`src/rtl/frame_tx_pkg.sv`:
```
// Shared framing constants, state encoding and byte helpers for the serial
// frame transmitter (header values are shared with the receive framer).
package frame_tx_pkg;

   localparam logic [7:0] HDR_A_DEF     = 8'hA5;
   localparam logic [7:0] HDR_B_DEF     = 8'h5A;
   localparam logic [7:0] IDLE_BYTE_DEF = 8'h00;

   localparam int         PAYLOAD_BYTES = 8;
   localparam logic [2:0] LAST_IDX      = 3'(PAYLOAD_BYTES - 1);

   localparam int FRAME_BYTES_CHK    = PAYLOAD_BYTES + 3;
   localparam int FRAME_BYTES_NOCHK  = PAYLOAD_BYTES + 2;
   localparam int FRAME_CYCLES_CHK   = 8 * FRAME_BYTES_CHK;
   localparam int FRAME_CYCLES_NOCHK = 8 * FRAME_BYTES_NOCHK;

   typedef enum logic [2:0] {
      ST_IDLE,
      ST_HDR_A,
      ST_HDR_B,
      ST_PAYLOAD,
      ST_CHK
   } tx_state_e;

   // Byte idx of a payload word, idx 0 being the most significant byte.
   function automatic logic [7:0] word_byte(input logic [63:0] w, input logic [2:0] idx);
      return w[(7 - int'(idx)) * 8 +: 8];
   endfunction

endpackage

```
`src/rtl/frame_tx_if.sv`:
```
// Payload handshake and serial-side outputs of the frame transmitter.
interface frame_tx_if;
   logic [63:0] data_in;
   logic        valid_in;
   logic        ready_out;
   logic        ser_out;
   logic        sof;
   logic        tx_active;

   modport master (
      output data_in, valid_in,
      input  ready_out, ser_out, sof, tx_active
   );

   modport slave (
      input  data_in, valid_in,
      output ready_out, ser_out, sof, tx_active
   );
endinterface

```
`src/rtl/frame_tx_piso_byte8.sv`:
```
// 8-bit parallel-load shift register, MSB first, with a free-running bit
// counter; a new byte is taken only when the counter wraps 7->0.
module frame_tx_piso_byte8 (
   input  logic       clk,
   input  logic       rst_n,
   input  logic [7:0] load_byte,
   output logic       ser_out,
   output logic [2:0] bit_cnt,
   output logic       byte_end
);

   logic [7:0] sr_q;

   assign byte_end = (bit_cnt == 3'd7);
   assign ser_out  = sr_q[7];

   always_ff @(posedge clk) begin
      if (!rst_n) begin
         sr_q    <= '0;
         bit_cnt <= '0;
      end else begin
         bit_cnt <= bit_cnt + 3'd1;
         sr_q    <= byte_end ? load_byte : {sr_q[6:0], 1'b0};
      end
   end

endmodule

```
`src/rtl/frame_tx.sv`:
```
// Serial frame transmitter: one-word holding register, framing FSM and XOR
// checksum in front of a byte-aligned PISO.
module frame_tx
   import frame_tx_pkg::*;
#(
   parameter logic [7:0] HDR_A     = HDR_A_DEF,
   parameter logic [7:0] HDR_B     = HDR_B_DEF,
   parameter logic [7:0] IDLE_BYTE = IDLE_BYTE_DEF,
   parameter bit         CHK_EN    = 1'b1
) (
   input logic       ser_clk,
   input logic       reset_n,
   frame_tx_if.slave tx
);

   tx_state_e   state_q, state_d;
   logic [2:0]  byte_idx_q, byte_idx_d, idx_inc;
   logic [7:0]  chk_q, chk_d;
   logic [63:0] hold_q, payload_q;
   logic        hold_vld_q, hold_vld_d;
   logic        ready_q;
   logic        accept, move, frame_end;
   logic [7:0]  load_byte;
   logic [2:0]  bit_cnt;
   logic        byte_end;
   logic        ser_bit;

   frame_tx_piso_byte8 u_piso (
      .clk       (ser_clk),
      .rst_n     (reset_n),
      .load_byte (load_byte),
      .ser_out   (ser_bit),
      .bit_cnt   (bit_cnt),
      .byte_end  (byte_end)
   );

   // ready is a flop, so valid_in never reaches ready_out combinationally.
   assign accept = tx.valid_in && ready_q;

   // state_q names the byte currently on the line; it only changes at byte_end.
   always_comb begin
      state_d    = state_q;
      byte_idx_d = byte_idx_q;
      chk_d      = chk_q;
      load_byte  = IDLE_BYTE;
      move       = 1'b0;
      frame_end  = 1'b0;
      idx_inc    = byte_idx_q + 3'd1;
      if (byte_end) begin
         case (state_q)
            ST_IDLE: move = hold_vld_q;
            ST_HDR_A: begin
               state_d   = ST_HDR_B;
               load_byte = HDR_B;
            end
            ST_HDR_B: begin
               state_d    = ST_PAYLOAD;
               byte_idx_d = '0;
               load_byte  = word_byte(payload_q, 3'd0);
               chk_d      = chk_q ^ load_byte;
            end
            ST_PAYLOAD: begin
               if (byte_idx_q != LAST_IDX) begin
                  byte_idx_d = idx_inc;
                  load_byte  = word_byte(payload_q, idx_inc);
                  chk_d      = chk_q ^ load_byte;
               end else if (CHK_EN) begin
                  state_d   = ST_CHK;
                  load_byte = chk_q;
               end else begin
                  frame_end = 1'b1;
               end
            end
            ST_CHK:  frame_end = 1'b1;
            default: state_d = ST_IDLE;
         endcase
         if (frame_end) begin
            move    = hold_vld_q;
            state_d = ST_IDLE;
         end
         // A pending word starts its header with no idle gap.
         if (move) begin
            state_d   = ST_HDR_A;
            load_byte = HDR_A;
            chk_d     = '0;
         end
      end
      hold_vld_d = move ? 1'b0 : (accept ? 1'b1 : hold_vld_q);
   end

   always_ff @(posedge ser_clk) begin
      if (!reset_n) begin
         state_q    <= ST_IDLE;
         byte_idx_q <= '0;
         chk_q      <= '0;
         hold_vld_q <= 1'b0;
         ready_q    <= 1'b0;
         hold_q     <= '0;
         payload_q  <= '0;
      end else begin
         state_q    <= state_d;
         byte_idx_q <= byte_idx_d;
         chk_q      <= chk_d;
         hold_vld_q <= hold_vld_d;
         ready_q    <= !hold_vld_d;
         if (accept) hold_q    <= tx.data_in;
         if (move)   payload_q <= hold_q;
      end
   end

   assign tx.ready_out = ready_q;
   assign tx.ser_out   = ser_bit;
   assign tx.sof       = (state_q == ST_HDR_A) && (bit_cnt == 3'd0);
   assign tx.tx_active = (state_q != ST_IDLE);

endmodule

```
`src/flat_wrapper.sv`:
```
// flat-port wrapper written by rule: the top's interface ports become plain ports
module frame_tx_flat import frame_tx_pkg::*;
#(
   parameter logic [7:0] HDR_A     = HDR_A_DEF,
   parameter logic [7:0] HDR_B     = HDR_B_DEF,
   parameter logic [7:0] IDLE_BYTE = IDLE_BYTE_DEF,
   parameter bit         CHK_EN    = 1'b1
)
  (ser_clk, reset_n, tx_data_in, tx_valid_in, tx_ready_out, tx_ser_out, tx_sof, tx_tx_active);
  frame_tx_if tx_i ();
  input logic ser_clk;
  input logic reset_n;
  input wire logic [$bits(tx_i.data_in)-1:0] tx_data_in;
  input wire logic [$bits(tx_i.valid_in)-1:0] tx_valid_in;
  output wire logic [$bits(tx_i.ready_out)-1:0] tx_ready_out;
  output wire logic [$bits(tx_i.ser_out)-1:0] tx_ser_out;
  output wire logic [$bits(tx_i.sof)-1:0] tx_sof;
  output wire logic [$bits(tx_i.tx_active)-1:0] tx_tx_active;
  assign tx_i.data_in = tx_data_in;
  assign tx_i.valid_in = tx_valid_in;
  assign tx_ready_out = tx_i.ready_out;
  assign tx_ser_out = tx_i.ser_out;
  assign tx_sof = tx_i.sof;
  assign tx_tx_active = tx_i.tx_active;
  frame_tx #(.HDR_A(HDR_A), .HDR_B(HDR_B), .IDLE_BYTE(IDLE_BYTE), .CHK_EN(CHK_EN)) u_core (.ser_clk(ser_clk), .reset_n(reset_n), .tx(tx_i));
endmodule
```
`config.mk`:
```
export PLATFORM = sky130hd
export DESIGN_NAME = frame_tx_flat
export DESIGN_NICKNAME = d
export VERILOG_FILES = /design/src/rtl/frame_tx_pkg.sv /design/src/rtl/frame_tx_if.sv /design/src/rtl/frame_tx_piso_byte8.sv /design/src/rtl/frame_tx.sv /design/src/flat_wrapper.sv
export SDC_FILE = /design/constraint.sdc
export NUM_CORES = 1
export LEC_CHECK = 0
export CORE_MARGIN = 2
export CORE_UTILIZATION = 56
export CTS_CLUSTER_SIZE = 8
export DETAILED_ROUTE_END_ITERATION = 6
export PLACE_DENSITY_LB_ADDON = 0.3
export REMOVE_ABC_BUFFERS = 1
export SYNTH_ARGS = -nofsm -noshare
export SYNTH_HDL_FRONTEND = slang
export SYNTH_SLANG_ARGS = --single-unit
```
`constraint.sdc`:
```
create_clock -name ser_clk -period 2.7 [get_ports ser_clk]
set_input_delay 0.54 -clock ser_clk [delete_from_list [all_inputs] [get_ports ser_clk]]
set_output_delay 0.54 -clock ser_clk [all_outputs]
set_load 0.05 [all_outputs]
```
[After elaboration in Yosys (flattened, before gate mapping)]
Index checks and enable logic that the tools add are counted.
Word-level totals
  word-level logic and storage cells: 60
  flip-flop bits (word level): 155
  input bits: 67
Operators by class
  add/sub/neg operators: 3
  reduce and logical (&&, ||, !) cells: 13
  multiplexer cells: 21
  equality and inequality tests: 10
  shift-type cells: 1
  bitwise operators: 2
Operators with widths (number)
  64-bit by 32-bit indexed part select with 8-bit output: 1
  8-bit 2-to-1 mux: 5
  8-bit one-hot mux with 3 select lines: 1
  8-bit one-hot mux with 2 select lines: 1
  8-bit bitwise XOR: 2
  3-bit 2-to-1 mux: 4
  3-bit one-hot mux with 4 select lines: 1
  3-bit AND reduction: 3
  1-bit 2-to-1 mux: 8
  3-bit by 1-bit adder with 3-bit output (second input constant): 2
  3-bit by 2-bit equality test with 1-bit output (second input constant): 2
  3-bit equality test (second input constant): 2
  3-bit zero test: 2
  3-bit by 1-bit != test with 1-bit output (second input constant): 2
  3-bit one-hot mux with 2 select lines: 1
  3-bit nonzero test: 2
  4-bit != test (second input constant): 1
  3-bit by 3-bit subtractor with 4-bit output (first input constant): 1
  3-bit by 1-bit equality test with 1-bit output (second input constant): 1
  3-bit != test (second input constant): 1
  1-bit logical AND: 2
  2-bit by 1-bit != test with 1-bit output (second input constant): 1
  2-bit AND reduction: 1
  2-bit nonzero test: 1
  2 further kinds: 2

[Longest topological paths before layout]
Gate-level depths: netlist of run 1.
  depth after elaboration: 8
  mapped depth: 8
  gate-level depth less buffers: 6

[Cells and area by module]
A second synthesis of run 1 with hierarchy kept.
Unflattened totals
  cells, all modules: 787
  area total of the unflattened synthesis: 6597.6 um^2
By module, submodules not included
  frame_tx: area each 6197.2 um^2, cells each 754, instances 1
  frame_tx_piso_byte8: area each 400.4 um^2, cells each 33, instances 1

[Worst setup path before layout of run 1]
Ideal clock, no wire load.
  path type: reg-to-reg
  from: reg u_core.byte_idx_q[0]
  to: reg u_core.chk_q[1]
  setup time: 63 ps
  arrival time: 2026 ps
  required time: 2637 ps
  cell stages (with the launch flop): 9
  path slack: 611 ps
  cell sequence: dfxtp_1 ha_1 ha_1 buf_4 buf_4 mux4_1 mux2i_1 or4b_2 nand3b_1
Between the ends
  word-level cells in the longest chain between the ends: 7
  elaborated cells on any way between the ends: 10
Ends and longest elaborated chain
  start, declared: line frame_tx.sv:17  | logic [2:0] byte_idx_q, byte_idx_d, idx_inc;
  start signal, assigned: line frame_tx.sv:102  | byte_idx_q <= byte_idx_d;
  3-bit by 1-bit adder with 3-bit output: line frame_tx.sv:48  | idx_inc = byte_idx_q + 3'd1;
  3-bit by 3-bit subtractor with 4-bit output: line frame_tx_pkg.sv:27  | return w[(7 - int'(idx)) * 8 +: 8];
  64-bit by 32-bit indexed part select with 8-bit output: line frame_tx_pkg.sv:27
  8-bit bitwise XOR: line frame_tx.sv:66  | chk_d = chk_q ^ load_byte;
  8-bit 2-to-1 mux: line frame_tx.sv:63  | if (byte_idx_q != LAST_IDX) begin
  8-bit one-hot mux with 2 select lines: line frame_tx.sv:50  | case (state_q)
  8-bit 2-to-1 mux: line frame_tx.sv:82  | if (move) begin
  end signal, assigned: line frame_tx.sv:103  | chk_q <= chk_d;
  end, declared: line frame_tx.sv:18  | logic [7:0] chk_q, chk_d;
Parallel ways exist; a longest one is shown, timed or not. The select of a mux whose other input is x is not followed.
A chain may end at the register's enable or synchronous reset.

[Final worst setup path of run 1]
  from: reg u_core.u_piso.bit_cnt[0]
  to: reg u_core.chk_q[4]
Between the ends
  word-level cells in the longest chain between the ends: 2
Ends and longest elaborated chain
  start, declared: line frame_tx_piso_byte8.sv:8  | output logic [2:0] bit_cnt,
  start signal, assigned: line frame_tx_piso_byte8.sv:22  | bit_cnt <= bit_cnt + 3'd1;
  3-bit equality test: line frame_tx_piso_byte8.sv:14  | assign byte_end = (bit_cnt == 3'd7);
  3-bit AND reduction (no line)
No other way between the ends.

==> reports/metrics.csv, run 1 <==
metric,value,unit
status,completed,
htreeDepth,4,
cp-end-kind,flop,
drc,0,
fp.coreArea,11900,µm²
fp.dieH,114,µm
rows,40,
ir_worst_vdd,0.000419,V
layout.nets,924,
die_area,12900,µm²
whs,0.442,ns
p_total,5.03,mW
avgViaCountPerCell,5.69,
die_w,114,µm
portBuffers,70,
finalWeightedCongestion,0.866,
hold_violations,0,
maxCapViolations,0,
ys_warn_count,0,
ant_nets,0,
period_share,0.869,
slew_violations,0,
io_pins,71,
ys_seq_area_frac,0.460,
p_leak,2.89,nW
wl_per_cell,15.1,µm
fmax,426,MHz
syn-instance-count,812,
path_clk_slew,0.06,ns
utilization,0.683,
cts_tree,built,
async_reset_ff_frac,0,
synth_flop_cell,dfxtp_1,
cts.repair.resized,0,
syn_area,6750,µm²
synth_area_per_cell,8.31,µm²
min_path_type,flop to flop,
area_growth,20.1,%
slew_headroom,0.471,
path_max_fanout,9,
cts_setup_buffers,0,
finalCriticalPeriod,2.35,ns
track_usage,0.244,
critPathLaunchType,flop,
ys_types,48,
grt-ovfl-total,0,
ys_ff_latch,155,
clk-insertion-delay-late,0.43,ns
clock_sinks,155,
dpl.hpwl,9220,µm
drt_iter0_markers,454,
antenna_found_initial,0,
power_density,621,nW/µm²
cts-root-buf,clkbuf_16,
wl,15300,µm
cp.required,3.00,ns
fin_setup_tns,0,ns
finalClockSkew,0.00694,ns
grt_pass1_wl,25300,µm
mostFrequentLayoutCells,"nand2_1, dfxtp_1, a21oi_1, clkdlybuf4s50_1, nor2_1",
fillerInstances,946,
worstPathArrival,2.65,ns
synth_edf_count,0,
initial_utilization,0.569,
setup_viol,0,
worstMarginPinSlew,0.794,ns
layout-drive-gt1-share,0.0775,
ctsHoldBuffers,0,
grt_pass1_vias,5443,
dr_total_vias,5762,
rsz0062_at_grt,false,
firstDrtPassIters,5,
cts_buffers,17,
cts_buffer_depth,2,
crit_type,flop to flop,
n_antenna_cell,0,
grt_max_degree,137,
layout_commonest_cell,nand2_1,
logic make-up (layout without fill, tap and decap cells):
logic type,after synthesis,after routing,share of synthesized area
simple gates,369,369,0.246
compound gates,185,185,0.163
flops,155,155,0.460
buf+inv,74,127,0.0486
mux,24,24,0.0738
fa+ha+maj,5,5,0.00927
metrics by stage:
stage	worst slack, ns	cells	cell area, µm²
after detailed placement	0.402	980	7510
after global routing	0.162	1012	8100
after CTS	0.376	1012	8100
after global placement	0.501	980	7510
after floorplan	-1.29	745	6450
final	0.355	1012	8100
path summary, 6_finish.rpt:
check / endpoint / startpoint / cells past startpoint / slack, ns
max: u_core.chk_q[4]$_SDFFE_PN0P_ / u_core.u_piso.bit_cnt[0]$_SDFF_PN0_ / 7 / 0.35
min: u_core.u_piso.bit_cnt[0]$_SDFF_PN0_ / u_core.u_piso.bit_cnt[0]$_SDFF_PN0_ / 1 / 0.44
max reg2reg: u_core.chk_q[4]$_SDFFE_PN0P_ / u_core.u_piso.bit_cnt[0]$_SDFF_PN0_ / 7 / 0.35
min reg2reg: u_core.u_piso.bit_cnt[0]$_SDFF_PN0_ / u_core.u_piso.bit_cnt[0]$_SDFF_PN0_ / 1 / 0.44
final cells by class:
type                    instances  area (µm²)  share of cell area
clock buffers                  20         447              0.0551
repair buffers                 88         856               0.106
inverters                       7        28.8             0.00355
well taps                     147         184              0.0227
clock inverters                12         148              0.0182
flip-flops and latches        155        3100               0.383
multi-input cells             583        3340               0.412
synthesized netlist by cell type (all sizes together), types with 2 or more instances:
| library cell | number | share of area |
|---|---|---|
| ha | 5 | 0.0093 |
| nor3 | 2 | 0.0015 |
| nand4b | 3 | 0.0039 |
| nor2 | 21 | 0.012 |
| nand4 | 17 | 0.016 |
| o2111ai | 8 | 0.010 |
| a31oi | 3 | 0.0028 |
| o211a | 3 | 0.0045 |
| or3 | 2 | 0.0019 |
| a22oi | 3 | 0.0033 |
| o311a | 3 | 0.0045 |
| or4b | 7 | 0.010 |
| a21bo | 5 | 0.0074 |
| inv | 7 | 0.0039 |
| nor2b | 19 | 0.018 |
| and2 | 3 | 0.0028 |
| o221ai | 6 | 0.0078 |
| a221oi | 2 | 0.0035 |
| clkbuf | 44 | 0.024 |
| o21ai | 5 | 0.0037 |
| a21oi | 137 | 0.10 |
| nand3 | 2 | 0.0015 |
| nand3b | 16 | 0.018 |
| buf | 23 | 0.020 |
| o311ai | 8 | 0.010 |
| dfxtp | 155 | 0.46 |
| nand2b | 3 | 0.0028 |
| mux2i | 7 | 0.010 |
| mux4 | 16 | 0.061 |
| nand2 | 266 | 0.15 |
power by group:
group	switching [mW]	leakage (nW)	internal, mW
sequential	0.0292	1.26	2.34
clock	0.921	0.290	1.47
combinational	0.135	1.34	0.134
critical path, cell delays in order (launching register included):
cell	delay [ns]
dfxtp_1	0.32
ha_1	0.20
ha_1	0.26
a21boi_2	0.21
a21oi_1	0.58
buf_4	0.28
o311ai_0	0.17
nand3b_1	0.21
state kept, by name, summed over array words and instances (netlist names):
signal                 cells
u_core.byte_idx_q          3
u_core.chk_q               8
u_core.hold_q             64
u_core.hold_vld_q          1
u_core.payload_q          64
u_core.state_q             3
u_core.tx.ready_out        1
u_core.u_piso.bit_cnt      3
u_core.u_piso.sr_q         8
layer usage:
layer / wire, µm / up-vias / track usage
met3: 786 / 26 / 0.0425
met2: 7430 / 148 / 0.416
met4: 288 / 0 / 0.101
met5: 0 / - / 0
met1: 6760 / 2698 / 0.308
li1: - / 2890 / -
Note: power is estimated with default switching activity, not from simulation.
==> run 2, diff against run 1 <==
--- a/config.mk
+++ b/config.mk
@@ -9,6 +9,7 @@
 export CORE_UTILIZATION = 56
 export CTS_CLUSTER_SIZE = 8
 export DETAILED_ROUTE_END_ITERATION = 6
+export GPL_TIMING_DRIVEN = 0
 export PLACE_DENSITY_LB_ADDON = 0.3
 export REMOVE_ABC_BUFFERS = 1
 export SYNTH_ARGS = -nofsm -noshare
==> reports/metrics.csv, run 2 (same netlist as run 1, synthesis figures left out) <==
metric,value,unit,change
rsz0062_at_grt,false,,
htreeDepth,4,,unchanged
grt-ovfl-total,0,,unchanged
critPathLaunchType,input pin,,
cts_tree,built,,
layout.nets,914,,-1.1%
power_density,628,nW/µm²,+1.1%
reg_top3,"u_core.hold_q: 64 flops, u_core.payload_q: 64 flops",,
p_leak,2.84,nW,-1.7%
hold_violations,0,,unchanged
rows,40,,unchanged
die_area,12900,µm²,unchanged
path_buf_inv,3,,+2
setup_slack,0.0741,ns,-0.281 ns
cts_buffer_depth,2,,unchanged
wl_per_cell,15.7,µm,+4.3%
crit_type,input pin to flop,,
layout_commonest_cell,nand2_1,,
avgViaCountPerCell,5.87,,+3.2%
switching_share,0.211,,-0.00450
preCtsSetupSlack,-1.23,ns,-1.63 ns
grt_pass1_wl,26000,µm,+2.6%
p_sw,1.08,mW,-0.49%
worstPathArrival,2.99,ns,+0.34 ns
p_int,4.03,mW,+2.2%
cpPeakStageDelay,0.71,ns,+0.13 ns
fp.coreArea,11900,µm²,unchanged
worstMarginPinSlew,0.959,ns,+0.164 ns
power_frac_seq,0.463,,-0.008
firstDrtPassIters,5,,unchanged
slew_headroom,0.359,,-0.112
path_delay_family,buffers and inverters,,
min_path_type,flop to flop,,
finalCriticalPeriod,2.63,ns,+0.281 ns
wl,15800,µm,+3.2%
clock_sinks,155,,unchanged
dr_total_vias,5880,,+2.0%
antenna_found_initial,0,,unchanged
placedCellCount,966,,-1.4%
p_clk_frac,0.483,,+0.008
cp_cell_sequence,"clkdlybuf4s15_2, inv_4, buf_16, nor2_1, nand4_1, nand3b_1",,
grt_pass1_vias,5510,,+1.2%
dpl.hpwl,9090,µm,-1.4%
finalWeightedCongestion,0.850,,-1.8%
p_total,5.11,mW,+1.6%
ir_worst_vdd,0.000345,V,-17%
drt_iter0_markers,399,,-12%
status,completed,,
track_usage,0.251,,+0.00663
path_max_fanout,71,,+62
grt_max_degree,72,,-47%
die_w,114,µm,unchanged
ant_nets,0,,unchanged
finalClockSkew,0.0119,ns,+0.00499 ns
fmax,381,MHz,-11%
cts-root-buf,clkbuf_16,,
cp.required,3.06,ns,+0.06 ns
utilization,0.687,,+0.00359
cp-end-kind,flop,,
clk-insertion-delay-late,0.43,ns,about the same
initial_utilization,0.569,,unchanged
drc,0,,unchanged
path_clk_slew,0.06,ns,about the same
setup_viol,0,,unchanged
portBuffers,70,,unchanged
maxCapViolations,0,,unchanged
fin_cells,1001,,-1.1%
slew_violations,0,,unchanged
fp.dieH,114,µm,unchanged
mostFrequentLayoutCells,"nand2_1, dfxtp_1, a21oi_1, clkdlybuf4s50_1, nor2_1",,
cts_buffers,17,,unchanged
io_pins,71,,unchanged
ctsHoldBuffers,0,,unchanged
n_antenna_cell,0,,unchanged
area_growth,20.7,%,
layout-drive-gt1-share,0.0738,,-0.00369
period_share,0.973,,+0.104
worst_path_max_delay_cell,nor2_1,,
combPwrFrac,0.053,,about the same
run 2: changes by cell type in the layout (fill, tap and decap cells not counted), moves of 2 or more:
cell	change
clkinvlp_4	+3
clkinv_2	-2
buf_4	-17
dfxtp_1	-3
dfxtp_4	+2
buf_16	+2
ha_2	+2
clkinv_4	-2
ha_1	-2
run 2: per-stage QoR:
| step | hold WS [ns] | TNS, ns | cell area [µm²] |
|---|---|---|---|
| detailed placement | 0.443 | -27.60 | 7450 |
| finish | 0.449 | 0 | 8150 |
| global placement | 0.411 | -313.04 | 7330 |
| global route | 0.467 | 0 | 8150 |
| CTS | 0.451 | 0 | 8130 |
| floorplan | 0.402 | -51.36 | 6450 |
run 2: power by group through the flow:
stage          sequential (mW)  combinational, mW  clock, mW
3_3_place_gp              2.41              0.251          0
6_report                  2.37              0.273       2.47
5_1_grt                   2.37              0.300       2.60
4_1_cts                   2.37              0.275       2.51
3_5_place_dp              2.42              0.272          0
2_1_floorplan             2.41              0.114          0
run 2: path summary, 6_finish.rpt:
| path | slack, ns | endpoint | start | depth (start not counted) |
|---|---|---|---|---|
| worst max-delay path | 0.07 | u_core.chk_q[0]$_SDFFE_PN0P_ | reset_n | 6 |
| worst min-delay path | 0.45 | u_core.payload_q[52]$_SDFFE_PN0P_ | u_core.payload_q[52]$_SDFFE_PN0P_ | 2 |
| worst max register to register | 0.19 | u_core.chk_q[1]$_SDFFE_PN0P_ | u_core.byte_idx_q[0]$_SDFFE_PN0P_ | 6 |
| worst min register to register | 0.45 | u_core.payload_q[52]$_SDFFE_PN0P_ | u_core.payload_q[52]$_SDFFE_PN0P_ | 2 |
run 2: layout make-up:
type	instances	area (µm²)
clock buffer	19	443
sequential	155	3110
inverter	7	28.8
tap	147	184
fill	929	3720
timing repair buffer	75	805
multi-input combinational	586	3400
clock inverter	12	173
run 2: tightest hold or removal path, cell delays in order (launching register included):
cell and delay (ns):
dfxtp_1 0.30, nand2_1 0.05, a21oi_1 0.05
run 2: metal layers:
layer,up-vias,GRT usage,share of wire
met5,-,0,0
met4,0,0.100,0.021
met3,30,0.0569,0.051
met2,180,0.420,0.50
met1,2787,0.316,0.43
li1,2883,-,-
run 2: what timing repair did:
item                       CTS  global route
cloned                       3             0
pin swaps                    2             1
setup endpoints to repair   83             9
resized for setup           12             2
setup buffers                0             1
==> run 3, diff against run 2 <==
--- a/config.mk
+++ b/config.mk
@@ -5,6 +5,7 @@
 export SDC_FILE = /design/constraint.sdc
 export NUM_CORES = 1
 export LEC_CHECK = 0
+export CAP_MARGIN = 20
 export CORE_MARGIN = 2
 export CORE_UTILIZATION = 56
 export CTS_CLUSTER_SIZE = 8
@@ -14,4 +15,5 @@
 export REMOVE_ABC_BUFFERS = 1
 export SYNTH_ARGS = -nofsm -noshare
 export SYNTH_HDL_FRONTEND = slang
+export SYNTH_HIERARCHICAL = 1
 export SYNTH_SLANG_ARGS = --single-unit
==> reports/metrics.csv, run 3 <==
metric,value,unit,change
async_reset_ff_frac,0,,unchanged
layout-drive-gt1-share,0.0882,,+0.0144
reg_top3,"u_core/hold_q: 64 flops, u_core/payload_q: 64 flops",,
worstMarginPinSlew,1.04,ns,+0.0767 ns
fin_cells,971,,-3.0%
firstDrtPassIters,5,,unchanged
hold_end,u_core/u_piso/bit_cnt[0]$_SDFF_PN0_,,
track_usage,0.236,,-0.0149
avgViaCountPerCell,5.79,,-1.5%
whs,0.444,ns,-0.00567 ns
drc,0,,unchanged
ys_seq_area_frac,0.470,,+0.0105
synth_top_area_share,0.470,,+0.0105
ctsHoldBuffers,0,,unchanged
crit_type,flop to output pin,,
synth_commonest_cells,"nand2_1, dfxtp_1, a21oi_1, clkbuf_1, nor2b_1",,
synth_edf_count,0,,unchanged
synth_flop_cell,dfxtp_1,,
io_pins,71,,unchanged
whs_path_depth,1,,-1
htreeDepth,4,,unchanged
min_path_type,flop to flop,,
die_w,113,µm,-1.1%
layout_commonest_cell,nand2_1,,
ir_worst_vdd,0.000440,V,+27%
finalWeightedCongestion,0.849,,-0.13%
period_share,0.971,,-0.00172
die_area,12700,µm²,-2.2%
wl_per_cell,15.2,µm,-3.7%
power_density,606,nW/µm²,-3.5%
rrSetupSlack,0.16,ns,-0.03 ns
p_total,4.80,mW,-6.0%
grt_max_degree,75,,+4.2%
slew_headroom,0.308,,-0.0513
drt_iter0_markers,398,,-0.25%
slew_violations,0,,unchanged
cts-root-buf,clkbuf_16,,
placedCellCount,940,,-2.7%
cp-end-kind,output pin,,
maxCapViolations,0,,unchanged
final_cell_area,7930,µm²,-2.6%
path_clk_slew,0.06,ns,about the same
path_max_fanout,25,,-65%
setup_viol,0,,unchanged
n_antenna_cell,0,,unchanged
grt_pass1_wl,24400,µm,-6.2%
syn-instance-count,787,,-3.1%
cp.required,2.16,ns,-0.90 ns
synth_area_per_cell,8.38,µm²,+0.88%
min_from,u_core/u_piso/bit_cnt[0]$_SDFF_PN0_,,
antenna_found_initial,0,,unchanged
rows,39,,-2.5%
yosysMostFrequentCell,nand2_1,,
cts_buffers,17,,unchanged
finalClockSkew,0.00396,ns,-0.00797 ns
mostFrequentLayoutCells,"nand2_1, dfxtp_1, a21oi_1, clkdlybuf4s50_1, nor2b_1",,
grt_pass1_vias,5381,,-2.3%
area_growth,20.3,%,
portBuffers,70,,unchanged
r2r-start,u_core/u_piso/bit_cnt[0]$_SDFF_PN0_,,
netlist_top_cells_area,"dfxtp_1, nand2_1, a21oi_1",,
finalCriticalPeriod,2.62,ns,-0.00465 ns
cts_tree,built,,
synth_top_cell_by_area,dfxtp_1,,
wl,14700,µm,-6.5%
cts_buffer_depth,2,,unchanged
fmax,382,MHz,+0.18%
initial_utilization,0.575,,+0.00646
worstPathArrival,2.08,ns,-0.91 ns
fp.dieH,113,µm,-1.1%
critPathLaunchType,flop,,
dpl.hpwl,8830,µm,-2.8%
ys_types,44,,-8.3%
grt-ovfl-total,0,,unchanged
ant_nets,0,,unchanged
clk-insertion-delay-late,0.42,ns,about the same
ys_warn_count,6,,+6
syn_area,6600,µm²,-2.2%
fp.coreArea,11500,µm²,-3.3%
placed_area,7340,µm²,-1.5%
clock_sinks,155,,unchanged
hold_violations,0,,unchanged
layout.nets,890,,-2.6%
r2r_cells,7,,+1
p_leak,2.58,nW,-9.2%
ys_ff_latch,155,,unchanged
dr_total_vias,5619,,-4.4%
status,completed,,
rr_endpoint,u_core/chk_q[2]$_SDFFE_PN0P_,,
rsz0062_at_grt,false,,
[run 3: cell types whose count changed after synthesis, moves of 6 or more]
cell / change
o211ai_1: +6
nor2_1: -12
mux4_2: +14
or4b_1: -6
o311ai_0: -8
mux2i_1: +8
mux4_1: -14
nand2_1: -6
or4_1: +8
nand3b_1: -7
inv_1: -6
[run 3: worst max-delay path: stages (launching register included)]
cell and delay, ns:
dfxtp_4 0.49, or4b_2 0.61, nor3_1 0.16, clkdlybuf4s15_2 0.40
[run 3: layout make-up]
| type | count | area [µm²] |
|---|---|---|
| Multi-Input combinational cell | 565 | 3250 |
| Inverter | 2 | 10.0 |
| Sequential cell | 155 | 3110 |
| Timing Repair Buffer | 78 | 853 |
| Fill cell | 897 | 3530 |
| Clock inverter | 3 | 40.0 |
| Clock buffer | 25 | 485 |
| Tap cell | 143 | 179 |
[run 3: where the power goes]
part	total (mW)	switching [mW]	internal, mW
Combinational	0.272	0.136	0.136
Clock	2.16	0.849	1.32
Sequential	2.37	0.0293	2.34
Total	4.80	1.01	3.79
[run 3: routing by layer]
metal,global-route usage,up-vias,share of wire
met5,0,-,0
met4,0.0748,0,0.0095
met3,0.0567,15,0.049
met2,0.410,130,0.50
met1,0.289,2689,0.44
li1,-,2785,-
[run 3: worst max-delay path by stage]
stage                                              startpoint                            to  slack (ns)  depth (start not counted)
after floorplan           u_core/u_piso/bit_cnt[0]$_SDFF_PN0_  u_core/chk_q[3]$_SDFFE_PN0P_       -1.60                          6
after global placement    u_core/u_piso/bit_cnt[0]$_SDFF_PN0_  u_core/chk_q[2]$_SDFFE_PN0P_       -2.97                          6
after detailed placement                              reset_n  u_core/chk_q[1]$_SDFFE_PN0P_       -0.90                          6
after CTS                 u_core/u_piso/bit_cnt[0]$_SDFF_PN0_  u_core/chk_q[5]$_SDFFE_PN0P_        0.02                          7
after global routing           u_core/state_q[0]$_SDFFE_PN0P_                        tx_sof      0.0008                          3
final                          u_core/state_q[0]$_SDFFE_PN0P_                        tx_sof        0.08                          3
[run 3: repair_timing]
| item | CTS | global route |
|---|---|---|
| pin swaps | 1 | 1 |
| buffers inserted | 0 | 2 |
| setup endpoints to repair | 18 | 15 |
| cloned | 1 | 0 |
| resized for setup | 13 | 4 |
[run 3: kinds of logic (layout without fill, tap and decap cells)]
logic type      Yosys count  count (layout)  synth area share
simple gates            344             345             0.232
fa+ha+maj                 4               4           0.00759
buf+inv                  68             108            0.0463
compound gates          185             185             0.166
mux                      31              31            0.0774
flops                   155             155             0.470
[run 3: per-stage QoR]
stage | utilization | setup TNS [ns] | worst slack, ns
floorplan | - | -76.96 | -1.60
global placement | 0.626 | -238.81 | -2.97
detailed placement | 0.640 | -27.62 | -0.897
CTS | 0.689 | 0 | 0.0204
global route | 0.692 | 0 | 0.000759
finish | 0.692 | 0 | 0.0788
